<file path="config.mk">
export PLATFORM = sky130hd
export DESIGN_NAME = frame_check
export DESIGN_NICKNAME = d
export VERILOG_FILES = /design/src/rtl/frame_check.sv
export SDC_FILE = /design/constraint.sdc
export NUM_CORES = 1
export LEC_CHECK = 0
export ABC_AREA = 1
export BUFFER_PORTS_ARGS = -buffer_cell sky130_fd_sc_hd__buf_2
export CAP_MARGIN = 30
export CORE_MARGIN = 2
export CORE_UTILIZATION = 30
export CTS_BUF_LIST = sky130_fd_sc_hd__clkbuf_4 sky130_fd_sc_hd__clkbuf_8 sky130_fd_sc_hd__clkbuf_16
export DETAILED_ROUTE_END_ITERATION = 10
export MAX_ROUTING_LAYER = met4
export SLEW_MARGIN = 15
export SYNTH_ARGS = -nofsm -noshare
export SYNTH_HDL_FRONTEND = slang
export SYNTH_SLANG_ARGS = --single-unit
</file>
<file path="constraint.sdc">
create_clock -name rx_clk -period 2.4 [get_ports rx_clk]
set_input_delay 0.48 -clock rx_clk [delete_from_list [all_inputs] [get_ports rx_clk]]
set_output_delay 0.48 -clock rx_clk [all_outputs]
set_load 0.01 [all_outputs]
</file>
<file path="src/rtl/frame_check.sv">
// frame_check: aligns the GTP RX word stream to the K28.5 comma, checks the 4-word test frame, tracks lock and counts.
// Latency 2 rx_clk from PAT2 word to frame_ok/frame_bad; no backpressure, one word is consumed every rx_clk.
module frame_check #(
  parameter logic [15:0] COMMA       = 16'hBCBC,
  parameter logic [15:0] PAT0        = 16'h5854,
  parameter logic [15:0] PAT1        = 16'h4034,
  parameter logic [15:0] PAT2        = 16'h23A7,
  parameter int          LOCK_FRAMES = 4,
  parameter int          LOSS_FRAMES = 2,
  parameter int          CNT_W       = 16
) (
  input  logic             rx_clk,
  input  logic             aresetn,
  input  logic [15:0]      rx_data,
  input  logic [1:0]       rx_is_k,
  input  logic [1:0]       rx_disperr,
  input  logic [1:0]       rx_notintable,
  input  logic             rx_ready,
  input  logic             clear,
  output logic             locked,
  output logic             byte_swap,
  output logic             frame_ok,
  output logic             frame_bad,
  output logic [CNT_W-1:0] err_cnt,
  output logic [CNT_W-1:0] frame_cnt
);

  typedef struct packed {
    logic [15:0] dat;
    logic [1:0]  k;
    logic [1:0]  err;
  } word_t;

  typedef enum logic [1:0] {HUNT, SYNC, LOCKED} state_t;

  localparam int GW = $clog2(LOCK_FRAMES + 1);
  localparam int BW = $clog2(LOSS_FRAMES + 1);
  localparam logic [GW-1:0] GOOD_LAST = GW'(LOCK_FRAMES - 1);
  localparam logic [BW-1:0] BAD_LAST  = BW'(LOSS_FRAMES - 1);

  logic [7:0]    prev_hi;
  logic          prev_k_hi;
  logic          prev_err_hi;
  logic          swap_q;
  word_t         al_q;
  logic          al_vld;
  state_t        state_q, state_d;
  logic [1:0]    idx_q, idx_d;
  logic [GW-1:0] good_q, good_d;
  logic [BW-1:0] bad_q, bad_d;
  logic          frame_err_q, frame_err_d;
  logic          ok_d, bad_pulse_d;

  logic [1:0]    raw_err;
  logic          norm_hit, swap_hit, sel_swap;
  word_t         al_d;
  logic [15:0]   exp_dat;
  logic [1:0]    exp_k;
  logic          al_comma, word_err, checking, resync, err_inc;

  assign raw_err  = rx_disperr | rx_notintable;
  assign norm_hit = (rx_data == COMMA) && (rx_is_k == 2'b11);
  assign swap_hit = (rx_data[7:0] == COMMA[7:0]) && rx_is_k[0] &&
                    (prev_hi == COMMA[15:8]) && prev_k_hi;

  // Alignment is only re-chosen while hunting; otherwise the latched mode is reused.
  always_comb begin
    sel_swap = swap_q;
    if (state_q == HUNT) begin
      if (norm_hit)      sel_swap = 1'b0;
      else if (swap_hit) sel_swap = 1'b1;
    end
    al_d = '{dat: rx_data, k: rx_is_k, err: raw_err};
    if (sel_swap)
      al_d = '{dat: {rx_data[7:0], prev_hi},
               k:   {rx_is_k[0], prev_k_hi},
               err: {raw_err[0], prev_err_hi}};
  end

  always_comb begin
    exp_dat = COMMA;
    exp_k   = 2'b11;
    case (idx_q)
      2'd1:    begin exp_dat = PAT0; exp_k = 2'b00; end
      2'd2:    begin exp_dat = PAT1; exp_k = 2'b00; end
      2'd3:    begin exp_dat = PAT2; exp_k = 2'b00; end
      default: begin exp_dat = COMMA; exp_k = 2'b11; end
    endcase
  end

  assign al_comma = (al_q.dat == COMMA) && (al_q.k == 2'b11);
  assign word_err = (al_q.dat != exp_dat) || (al_q.k != exp_k) || (|al_q.err);
  assign checking = al_vld && (state_q != HUNT);
  assign resync   = checking && al_comma && (idx_q != 2'd0);
  assign err_inc  = checking && (state_q == LOCKED) && word_err;

  // The lock FSM reacts to the registered frame pulses, so state moves one cycle after a pulse.
  always_comb begin
    state_d     = state_q;
    idx_d       = idx_q;
    good_d      = good_q;
    bad_d       = bad_q;
    frame_err_d = frame_err_q;
    ok_d        = 1'b0;
    bad_pulse_d = 1'b0;

    if (checking) begin
      if (resync) begin
        idx_d       = 2'd1;
        frame_err_d = 1'b1;
      end else if (idx_q == 2'd3) begin
        idx_d       = 2'd0;
        frame_err_d = 1'b0;
        ok_d        = !(frame_err_q || word_err);
        bad_pulse_d = frame_err_q || word_err;
      end else begin
        idx_d       = idx_q + 2'd1;
        frame_err_d = frame_err_q || word_err;
      end
    end

    case (state_q)
      HUNT: begin
        if (al_vld && al_comma) begin
          state_d     = SYNC;
          idx_d       = 2'd1;
          good_d      = '0;
          bad_d       = '0;
          frame_err_d = 1'b0;
        end
      end
      SYNC: begin
        if (frame_ok) begin
          if (good_q == GOOD_LAST) begin
            state_d = LOCKED;
            bad_d   = '0;
          end else begin
            good_d = good_q + GW'(1);
          end
        end else if (frame_bad) begin
          state_d = HUNT;
        end
      end
      LOCKED: begin
        if (frame_bad) begin
          if (bad_q == BAD_LAST) state_d = HUNT;
          else                   bad_d   = bad_q + BW'(1);
        end else if (frame_ok) begin
          bad_d = '0;
        end
      end
      default: state_d = HUNT;
    endcase

    if (state_d == HUNT && state_q != HUNT) begin
      idx_d       = 2'd0;
      frame_err_d = 1'b0;
    end
  end

  always_ff @(posedge rx_clk or negedge aresetn) begin
    if (!aresetn) begin
      prev_hi     <= '0;
      prev_k_hi   <= 1'b0;
      prev_err_hi <= 1'b0;
      swap_q      <= 1'b0;
      al_q        <= '0;
      al_vld      <= 1'b0;
      state_q     <= HUNT;
      idx_q       <= '0;
      good_q      <= '0;
      bad_q       <= '0;
      frame_err_q <= 1'b0;
      frame_ok    <= 1'b0;
      frame_bad   <= 1'b0;
    end else if (!rx_ready) begin
      prev_hi     <= '0;
      prev_k_hi   <= 1'b0;
      prev_err_hi <= 1'b0;
      swap_q      <= 1'b0;
      al_q        <= '0;
      al_vld      <= 1'b0;
      state_q     <= HUNT;
      idx_q       <= '0;
      good_q      <= '0;
      bad_q       <= '0;
      frame_err_q <= 1'b0;
      frame_ok    <= 1'b0;
      frame_bad   <= 1'b0;
    end else begin
      prev_hi     <= rx_data[15:8];
      prev_k_hi   <= rx_is_k[1];
      prev_err_hi <= raw_err[1];
      swap_q      <= sel_swap;
      al_q        <= al_d;
      al_vld      <= 1'b1;
      state_q     <= state_d;
      idx_q       <= idx_d;
      good_q      <= good_d;
      bad_q       <= bad_d;
      frame_err_q <= frame_err_d;
      frame_ok    <= ok_d;
      frame_bad   <= bad_pulse_d;
    end
  end

  // Counters survive rx_ready dropping so a link flap does not erase statistics.
  always_ff @(posedge rx_clk or negedge aresetn) begin
    if (!aresetn) begin
      err_cnt   <= '0;
      frame_cnt <= '0;
    end else if (clear) begin
      err_cnt   <= '0;
      frame_cnt <= '0;
    end else if (rx_ready) begin
      if (frame_ok)
        frame_cnt <= frame_cnt + CNT_W'(1);
      if (err_inc && (err_cnt != '1))
        err_cnt <= err_cnt + CNT_W'(1);
    end
  end

  assign locked    = (state_q == LOCKED);
  assign byte_swap = swap_q;

endmodule
</file>
**Word-level counts from Yosys, hierarchy flattened**

Cells that the tools add are included.

- Output and inout bits: 36
- Register bits after elaboration: 76
- Input port bits: 26
- Word-level logic and storage cells: 138

- Bitwise operators: 1
- $add $sub $neg: 5
- Muxes and demuxes: 61
- Equality and inequality tests: 24
- Reduce and logical (&&, ||, !) cells: 30

Operators with widths:

| cell | number |
|---|---|
| 16-bit two-way mux | 6 |
| 16-bit one-hot mux with 3 select lines | 1 |
| 2-bit two-way mux | 22 |
| 20-bit two-way mux | 2 |
| 16-bit by 1-bit adder with 16-bit output, second input constant | 2 |
| 16-bit equality test, second input constant | 2 |
| 1-bit two-way mux | 22 |
| 8-bit equality test, second input constant | 2 |
| 16-bit inequality test | 1 |
| 16-bit inequality test, second input constant | 1 |
| 1-bit logical AND | 13 |
| 3-bit two-way mux | 4 |
| 2-bit one-hot mux with 3 select lines | 2 |
| 2-bit equality test, second input constant | 5 |
| 2-bit nonzero test | 5 |
| 3-bit inequality test, second input constant | 3 |
| 8-bit two-way mux | 1 |
| 2-bit by 1-bit equality test with 1-bit output, second input constant | 3 |
| 3-bit one-hot mux with 2 select lines | 1 |
| 6-bit AND reduction | 1 |
| 2-bit by 1-bit adder with 2-bit output, second input constant | 2 |
| 2-bit zero test | 2 |
| 4-bit by 1-bit inequality test with 1-bit output, second input constant | 1 |
| 4-bit by 2-bit inequality test with 1-bit output, second input constant | 1 |
| other kinds (13) | 16 |

**Longest topological paths before layout**

Gate-level depths: netlist (run 1).

- Word-level depth: 14
- Mapped depth: 14
- Gate-level depth less buffers: 13

**Worst setup path after synthesis (run 1)**

Ideal clock, no wire load.

- Path kind: register to register
- From: register idx_q[0]
- To: register err_cnt[6]
- Path buffers: 1
- Stages on the path, launching flop included: 14
- Clock period less this slack: 1805 ps
- Setup time: 118 ps
- Slack: 595 ps
- Data required time: 2282 ps
- Arrival: 1687 ps
- Cell sequence: dfrtp_1 inv_1 ha_1 inv_1 nand2_1 nand2_1 nand2_1 nor2_1 nand2_1 nor2_1 nand2_2 buf_2 nand4_1 nand2_1

- Word-level cells in the longest chain between the ends: 10
- Elaborated cells on any way between the ends: 14
- Those cells by class: eq/ne: 5; mux: 2; reduce/logical: 7

Ends and longest elaborated chain:

| item | RTL line | source |
|---|---|---|
| start: declaration | 48 | `logic [1:0] idx_q, idx_d;` |
| start signal: assignment | 198 | `idx_q <= idx_d;` |
| branches (longest 4 deep; another with 16-bit one-hot mux with 3 select lines) | -- |  |
| 1-bit logical OR (*) (2 in series) | 92 | `assign word_err = (al_q.dat != exp_dat) \|\| (al_q.k != exp_k) \|\| (\|al_q.err);` |
| 1-bit logical AND (*) | 95 | `assign err_inc = checking && (state_q == LOCKED) && word_err;` |
| 1-bit logical AND (*) | 218 | `if (err_inc && (err_cnt != '1))` |
| 2-bit nonzero test (no line) (*) | -- |  |
| 2-bit AND reduction (no line) (*) | -- |  |
| end signal: assignment | 219 | `err_cnt <= err_cnt + CNT_W'(1);` |
| end: declaration | 24 | `output logic [CNT_W-1:0] err_cnt,` |

Every way passes the cells marked *.
A chain may end at the register's enable or synchronous reset.

**Final worst setup path (run 1)**

- From: register idx_q[0]
- To: register err_cnt[12]

The elaborated chain is that of the path after synthesis.

==> results of run 1 <==
## kinds of logic after synthesis
group                      synth area share, %
and+or+nand+nor                          37.51
buffers and inverters                    10.32
DFF                                      41.37
AOI/OAI and AO/OA                        5.036
xor gates and xnor gates                 3.049
adders and majority gates                2.722
## layout make-up
class	instances	area (um2)	area share, %
clock buffer	13	267.8	4.926
clock inverter	3	43.79	0.8057
inverter	98	367.9	6.768
multi-input combinational	454	2221	40.86
sequential	76	1902	34.99
tap	188	235.2	4.328
timing repair buffer	73	397.9	7.320
## power breakdown
part | switching, mW | internal (mW)
Combinational | 0.109 | 0.0501
Clock | 0.532 | 0.887
Sequential | 0.0193 | 1.31
Total | 0.661 | 2.25
## sequential cells by signal, indices dropped and copies added, names as in the netlist
register     count
state_q          2
err_cnt         16
frame_ok         1
byte_swap        1
good_q           3
idx_q            2
frame_cnt       16
prev_hi          8
al_q            20
frame_bad        1
prev_k_hi        1
prev_err_hi      1
bad_q            2
al_vld           1
frame_err_q      1
## worst max-delay path by stage
stage	startpoint	to	slack (ps)
final	idx_q[0]$_DFF_PN0_	err_cnt[12]$_DFFE_PN0P_	320
after global routing	idx_q[0]$_DFF_PN0_	err_cnt[9]$_DFFE_PN0P_	40
after CTS	idx_q[0]$_DFF_PN0_	err_cnt[10]$_DFFE_PN0P_	320
after detailed placement	idx_q[0]$_DFF_PN0_	err_cnt[6]$_DFFE_PN0P_	330
after global placement	idx_q[0]$_DFF_PN0_	err_cnt[4]$_DFFE_PN0P_	370
after floorplan	idx_q[0]$_DFF_PN0_	err_cnt[6]$_DFFE_PN0P_	600
## layout by cell type, fill, tap and decap left out, types with 2 or more instances in the layout
cell type and instances:
sky130_fd_sc_hd__nand2_1 192, sky130_fd_sc_hd__inv_1 93, sky130_fd_sc_hd__dfrtp_1 76, sky130_fd_sc_hd__nor2_1 65, sky130_fd_sc_hd__buf_2 60, sky130_fd_sc_hd__nand3_1 54
sky130_fd_sc_hd__nand4_1 39, sky130_fd_sc_hd__a21oi_1 22, sky130_fd_sc_hd__nor3_1 19, sky130_fd_sc_hd__o21ai_0 16, sky130_fd_sc_hd__xor2_1 15, sky130_fd_sc_hd__buf_4 13
sky130_fd_sc_hd__ha_1 10, sky130_fd_sc_hd__clkbuf_16 9, sky130_fd_sc_hd__nand3b_1 7, sky130_fd_sc_hd__inv_2 3, sky130_fd_sc_hd__nor2_2 2, sky130_fd_sc_hd__clkinv_1 2
sky130_fd_sc_hd__nor3_4 2, sky130_fd_sc_hd__or2_2 2, sky130_fd_sc_hd__clkbuf_8 2, sky130_fd_sc_hd__clkbuf_4 2
## critical path, stage by stage, from the launching register on
cell	delay, ps
sky130_fd_sc_hd__dfrtp_1	420
sky130_fd_sc_hd__inv_1	100
sky130_fd_sc_hd__ha_1	350
sky130_fd_sc_hd__inv_1	90
sky130_fd_sc_hd__nand2_1	50
sky130_fd_sc_hd__nand2_1	60
sky130_fd_sc_hd__nand2_1	40
sky130_fd_sc_hd__nor2_1	90
sky130_fd_sc_hd__nand2_1	60
sky130_fd_sc_hd__nor2_1	170
sky130_fd_sc_hd__nand2_2	180
sky130_fd_sc_hd__buf_4	220
sky130_fd_sc_hd__nand4_1	80
sky130_fd_sc_hd__nand2_1	60
## layer usage
layer	wire length, um	part of all wire, %	vias to the layer above	global-route usage (%)
met5	0	0	-	-
li1	-	-	2191	-
met3	507	4.5	13	3.130
met1	5512	49	1857	20.56
met2	4959	44	75	22.87
met4	195	1.7	0	5.624
==> impl_metrics.tcl, run 1 <==
set metrics [dict create \
    status "finished clean" \
    place_area_um2 5124 \
    post_cts_resize_count 0 \
    grt_antenna_before_repair 0 \
    pre_cts_slack_ps 333.5 \
    yosysWarningCount 0 \
    min_period_ps 2079 \
    fin_skew_ps 10.35 \
    core.rowCount 45 \
    dp_cells 889 \
    synthesis.instances 646 \
    routed_via_density 4.570 \
    synth_seq_area_share_pct 41.37 \
    place.gp.congestion 0.9021 \
    relSlewSlack_pct 62.82 \
    post_synth_main_area_contributors "sky130_fd_sc_hd__dfrtp_1 (41%), sky130_fd_sc_hd__nand2_1 (16%), sky130_fd_sc_hd__inv_1 (7.6%)" \
    hold_path_class "input port to asynchronous set/reset pin" \
    h-tree-depth 3 \
    setup_slack_ps 321.4 \
    pwr_density_cell_nw_per_um2 534.8 \
    worstSetupEndpointType "flop" \
    synth-edff-count 0 \
    yosys.cell_count.top_type "sky130_fd_sc_hd__nand2_1" \
    ys_types 31 \
    die_area_um2 16330 \
    top_level_ports 62 \
    yosysTopAreaCellShare_pct 41.37 \
    syn-mean-instance-area_um2 7.116 \
    cap_viol_max_count 0 \
    clock.fmax_ghz 0.4811 \
    detail-route-antenna-nets 0 \
    placement.io_buffers 61 \
    worst_ir_drop_vdd_mv 0.3228 \
    critPathKind "flop to flop" \
    synth_seq_cells 76 \
    routed_wirelength_um 11180 \
    die-width_um 127.8 \
    report.final.slew_viol_count 0 \
    root_buffer "sky130_fd_sc_hd__clkbuf_16" \
    drc_errors 0 \
    routed_wire_length_per_instance_um 12.35 \
    chipHeight_um 127.8 \
    global_route_wire_length_before_repair_um 19420 \
    final_min_period_over_clock_period_pct 86.61 \
    crit_required_ps 2630 \
    setup.reg_to_reg.worst_slack_ps 320 \
    synth.cells.most_frequent "sky130_fd_sc_hd__nand2_1 (192), sky130_fd_sc_hd__inv_1 (93), sky130_fd_sc_hd__dfrtp_1 (76)" \
    rsz_0062_raised_after_global_routing "false" \
    areaGrowthSynthToFinish_pct 18.24 \
    synth_fp_nets 682 \
    setup_total_negative_slack_ps 0 \
    first_pass_iters 4 \
    finalSetupViolCount 0 \
    rr_startpoint "idx_q[0]$_DFF_PN0_" \
    regToRegEndpoint "err_cnt[12]$_DFFE_PN0P_" \
    max_slew.worst_pin.slew_ps 557.6 \
    cellLeakagePower_nw 2.945 \
    hold_slack_ps 109.3 \
    finalPower_mw 2.907 \
    synth_area_um2 4597 \
    cts.repair_timing.setup_buffer_count 0 \
    crit_path_start_kind "flop" \
    total_global_routing_overflow 0 \
    fin_area_um2 5435 \
    iteration_0_drc_markers 252 \
    max_fanout_on_critical_path 9 \
    clkTransAtPathRegs_ps 60 \
    clk_latency_ps 350 \
    fill_cells 1613 \
    hold_viol 0 \
    timing.critical_path.arrival_ps 2310 \
    worst_r2r_path_depth 13 \
    cts_made_buffers 9 \
    synth_ff_type "sky130_fd_sc_hd__dfrtp_1" \
    cts_hold_buffers 0 \
    finish.net_count 748 \
    fraction_of_final_layout_cells_sized_beyond_drive_strength_1_pct 14.50 \
    cts_buffer_depth 2 \
    layout.cells.non_filler 905 \
    synth.largest_area_cell "sky130_fd_sc_hd__dfrtp_1" \
    n_antenna_cell 0 \
    final_util_pct 36.02 \
    grt_pass1_vias 3979 \
    floorplan.initialDensity_pct 30.46 \
    grt.total_usage_pct 15.30 \
    dr_total_vias 4136 \
    clock_sinks 76 \
    post-dp-hpwl_um 8379 \
    core_um2 15090 \
    grt_start_max_net_pins 40 \
    cts_tree "yes" \
    ys_async_sr_fraction_pct 100.0 \
]
Power figures use the tool's default switching activity.
==> run 2: changes to the inputs <==
Settings changed: ABC_AREA 1 to 0.
==> impl_metrics.tcl, run 2 <==
set metrics [dict create \
    cts_buffer_depth 2 \
    mostFrequentLayoutCells "sky130_fd_sc_hd__dfrtp_1 (76), sky130_fd_sc_hd__buf_2 (60), sky130_fd_sc_hd__nor2b_1 (35), sky130_fd_sc_hd__nor2_1 (35), sky130_fd_sc_hd__nand2_1 (27)" \
    switching_share_pct 20.44 \
    iteration_0_drc_markers 118 \
    clk_latency_ps 330 \
    final_util_pct 37.82 \
    clkTransAtPathRegs_ps 60 \
    clock_sinks 76 \
    grt.total_usage_pct 13.50 \
    xor_xnor_cell_area_share_of_the_yosys_netlist_pct 3.259 \
    mostFrequentLayoutCell "sky130_fd_sc_hd__dfrtp_1" \
    largest_registers "al_q (20), err_cnt (16), frame_cnt (16)" \
    yosysWarningCount 0 \
    crit_path_top_delay_cell "sky130_fd_sc_hd__dfrtp_1" \
    ys_async_sr_fraction_pct 100.0 \
    max_fanout_on_critical_path 7 \
    power.switching_mw 0.5963 \
    post_synth_mux_area_share_pct 8.349 \
    place.gp.congestion 0.8290 \
    grt_pass1_vias 3180 \
    crit_path_start_kind "flop" \
    final_min_period_over_clock_period_pct 93.69 \
    core.rowCount 42 \
    pwr_density_cell_nw_per_um2 584.9 \
    largest_register_ffs 20 \
    status "finished clean" \
    rsz_0062_raised_after_global_routing "false" \
    post_synth_main_area_contributors "sky130_fd_sc_hd__dfrtp_1 (47%), sky130_fd_sc_hd__nor2b_1 (5.4%), sky130_fd_sc_hd__mux2i_1 (4.7%)" \
    total_global_routing_overflow 0 \
    cp_slowest_stage_delay_ps 380 \
    largest_register "al_q" \
    synth.cells.most_frequent "sky130_fd_sc_hd__dfrtp_1 (76), sky130_fd_sc_hd__nor2_1 (35), sky130_fd_sc_hd__nor2b_1 (35)" \
    hold_viol 0 \
    top_level_ports 62 \
    routed_wirelength_um 8980 \
    post-dp-hpwl_um 6502 \
    p_seq_share_pct 45.4 \
    cellLeakagePower_nw 2.274 \
    syn-mean-instance-area_um2 10.13 \
    synthesis.instances 398 \
    cts_hold_buffers 0 \
    core_um2 13190 \
    h-tree-depth 3 \
    die_area_um2 14380 \
    synth-edff-count 0 \
    cts_made_buffers 9 \
    worstSetupEndpointType "flop" \
    ys_types 56 \
    clock.fmax_ghz 0.4447 \
    timing.critical_path.arrival_ps 2460 \
    grt_antenna_before_repair 0 \
    fraction_of_final_layout_cells_sized_beyond_drive_strength_1_pct 24.16 \
    critPathKind "flop to flop" \
    hold_path_class "input port to asynchronous set/reset pin" \
    yosys.cell_count.top_type "sky130_fd_sc_hd__dfrtp_1" \
    cellInternalPower_mw 2.322 \
    cap_viol_max_count 0 \
    relSlewSlack_pct 61.96 \
    power.share.combinational_pct 4.8 \
    synth_seq_cells 76 \
    synthesized_area_fraction_occupied_by_ao_oa_aoi_and_oai_cells_pct 8.038 \
    grt_start_max_net_pins 43 \
    synth_ff_type "sky130_fd_sc_hd__dfrtp_1" \
    yosysTopAreaCellShare_pct 47.18 \
    chipHeight_um 119.9 \
    synth_seq_area_share_pct 47.18 \
    report.final.slew_viol_count 0 \
    pwr-share-clk_pct 49.8 \
    cts_tree "yes" \
    synth-simple-area-share_pct 27.00 \
    worst_ir_drop_vdd_mv 0.3970 \
    routed_wire_length_per_instance_um 13.77 \
    n_antenna_cell 0 \
    first_pass_iters 4 \
    floorplan.initialDensity_pct 30.56 \
    placement.io_buffers 61 \
    hold_slack_ps 143.9 \
    finish.net_count 508 \
    synth_area_um2 4031 \
    areaGrowthSynthToFinish_pct 23.74 \
    post_synth_adder_cell_area_pct 3.104 \
    synth_fp_nets 434 \
    synth_top_family_by_area "simple AND/OR/NAND/NOR gates" \
    dr_total_vias 3137 \
    max_slew.worst_pin.slew_ps 570.5 \
    crit_path_frequent_cell "sky130_fd_sc_hd__and3_1" \
    routed_via_density 4.811 \
    global_route_wire_length_before_repair_um 15350 \
    fin_skew_ps 7.821 \
    crit_required_ps 2610 \
    finalSetupViolCount 0 \
    root_buffer "sky130_fd_sc_hd__clkbuf_16" \
    finalPower_mw 2.918 \
    drc_errors 0 \
    min_period_ps 2249 \
    path_cells "ha_1 > and3_1 > and3_1 > and4_1 > nand3b_1 > buf_4 > nor3_1 > mux2_2" \
    die-width_um 119.9 \
    detail-route-antenna-nets 0 \
    setup_total_negative_slack_ps 0 \
    synth.largest_area_cell "sky130_fd_sc_hd__dfrtp_1" \
]
[run 2: cell families (layout without fill, tap and decap cells)]
kind of cell / after synthesis / after routing
buffers and inverters: 27 / 105
XOR/XNOR: 15 / 15
AO/OA/AOI/OAI: 49 / 49
multiplexers: 32 / 32
adder cells (fa/ha/maj): 10 / 10
AND/OR/NAND/NOR: 189 / 189
flip-flops: 76 / 76
[run 2: timing repair]
action | 4_1_cts | 5_1_grt
endpoints found under the setup margin | 0 | 7
resized for setup | 0 | 4
setup buffers | 0 | 2
[run 2: metal layers]
layer	global-route usage (%)	vias to the layer above	routed length [um]	part of all wire (%)
met5	-	-	0	0
met4	3.676	0	80	0.89
met3	3.422	9	368	4.1
met2	21.73	68	4274	48
met1	16.94	1512	4257	47
li1	-	1548	-	-
[run 2: critical path: cells and delay by family (launching register included)]
kind / cells / cell delay, ps
muxes: 1 / 360
buffers and inverters: 1 / 180
and+or+nand+nor: 5 / 1000
adders and majority gates: 1 / 210
DFF: 1 / 380
[run 2: area by class of cell]
class / instances / area (um2)
fillers: 1344 / 8202
multi-input cells: 295 / 2023
flip-flops and latches: 76 / 1902
repair buffers: 78 / 473.0
clock buffers: 11 / 252.7
well taps: 176 / 220.2
clock inverters: 4 / 72.57
inverters: 12 / 45.04
[run 2: final timing paths]
| path | from | end | slack (ps) | cells past startpoint |
|---|---|---|---|---|
| worst max-delay path | err_cnt[0]$_DFFE_PN0P_ | err_cnt[13]$_DFFE_PN0P_ | 150 | 8 |
| worst min-delay path | aresetn | frame_cnt[7]$_DFFE_PN0P_ | 140 | 1 |
| worst max register to register | err_cnt[0]$_DFFE_PN0P_ | err_cnt[13]$_DFFE_PN0P_ | 150 | 8 |
| worst min register to register | good_q[0]$_DFFE_PN0P_ | good_q[0]$_DFFE_PN0P_ | 480 | 1 |
| max in group asynchronous | aresetn | al_q[19]$_DFF_PN0_ | 1660 | 2 |
| min in group rx_clk | rx_ready | al_vld$_DFF_PN0_ | 360 | 1 |
[run 2: per-stage QoR]
stage | cells | cell area (um2) | setup WS [ps]
5_1_grt | 652 | 4989 | 1.327
3_5_place_dp | 635 | 4631 | 7.885
3_3_place_gp | 635 | 4631 | 87.90
2_1_floorplan | 398 | 4031 | 113.5
4_1_cts | 650 | 4956 | 88.11
6_report | 652 | 4989 | 151.5
[run 2: power by group through the flow]
stage / logic (mW) / clock network, mW / registers (mW)
global route: 0.157 / 1.55 / 1.33
detailed placement: 0.140 / 0 / 1.35
CTS: 0.142 / 1.49 / 1.33
floorplan: 0.0643 / 0 / 1.34
finish: 0.139 / 1.45 / 1.33
global placement: 0.137 / 0 / 1.35
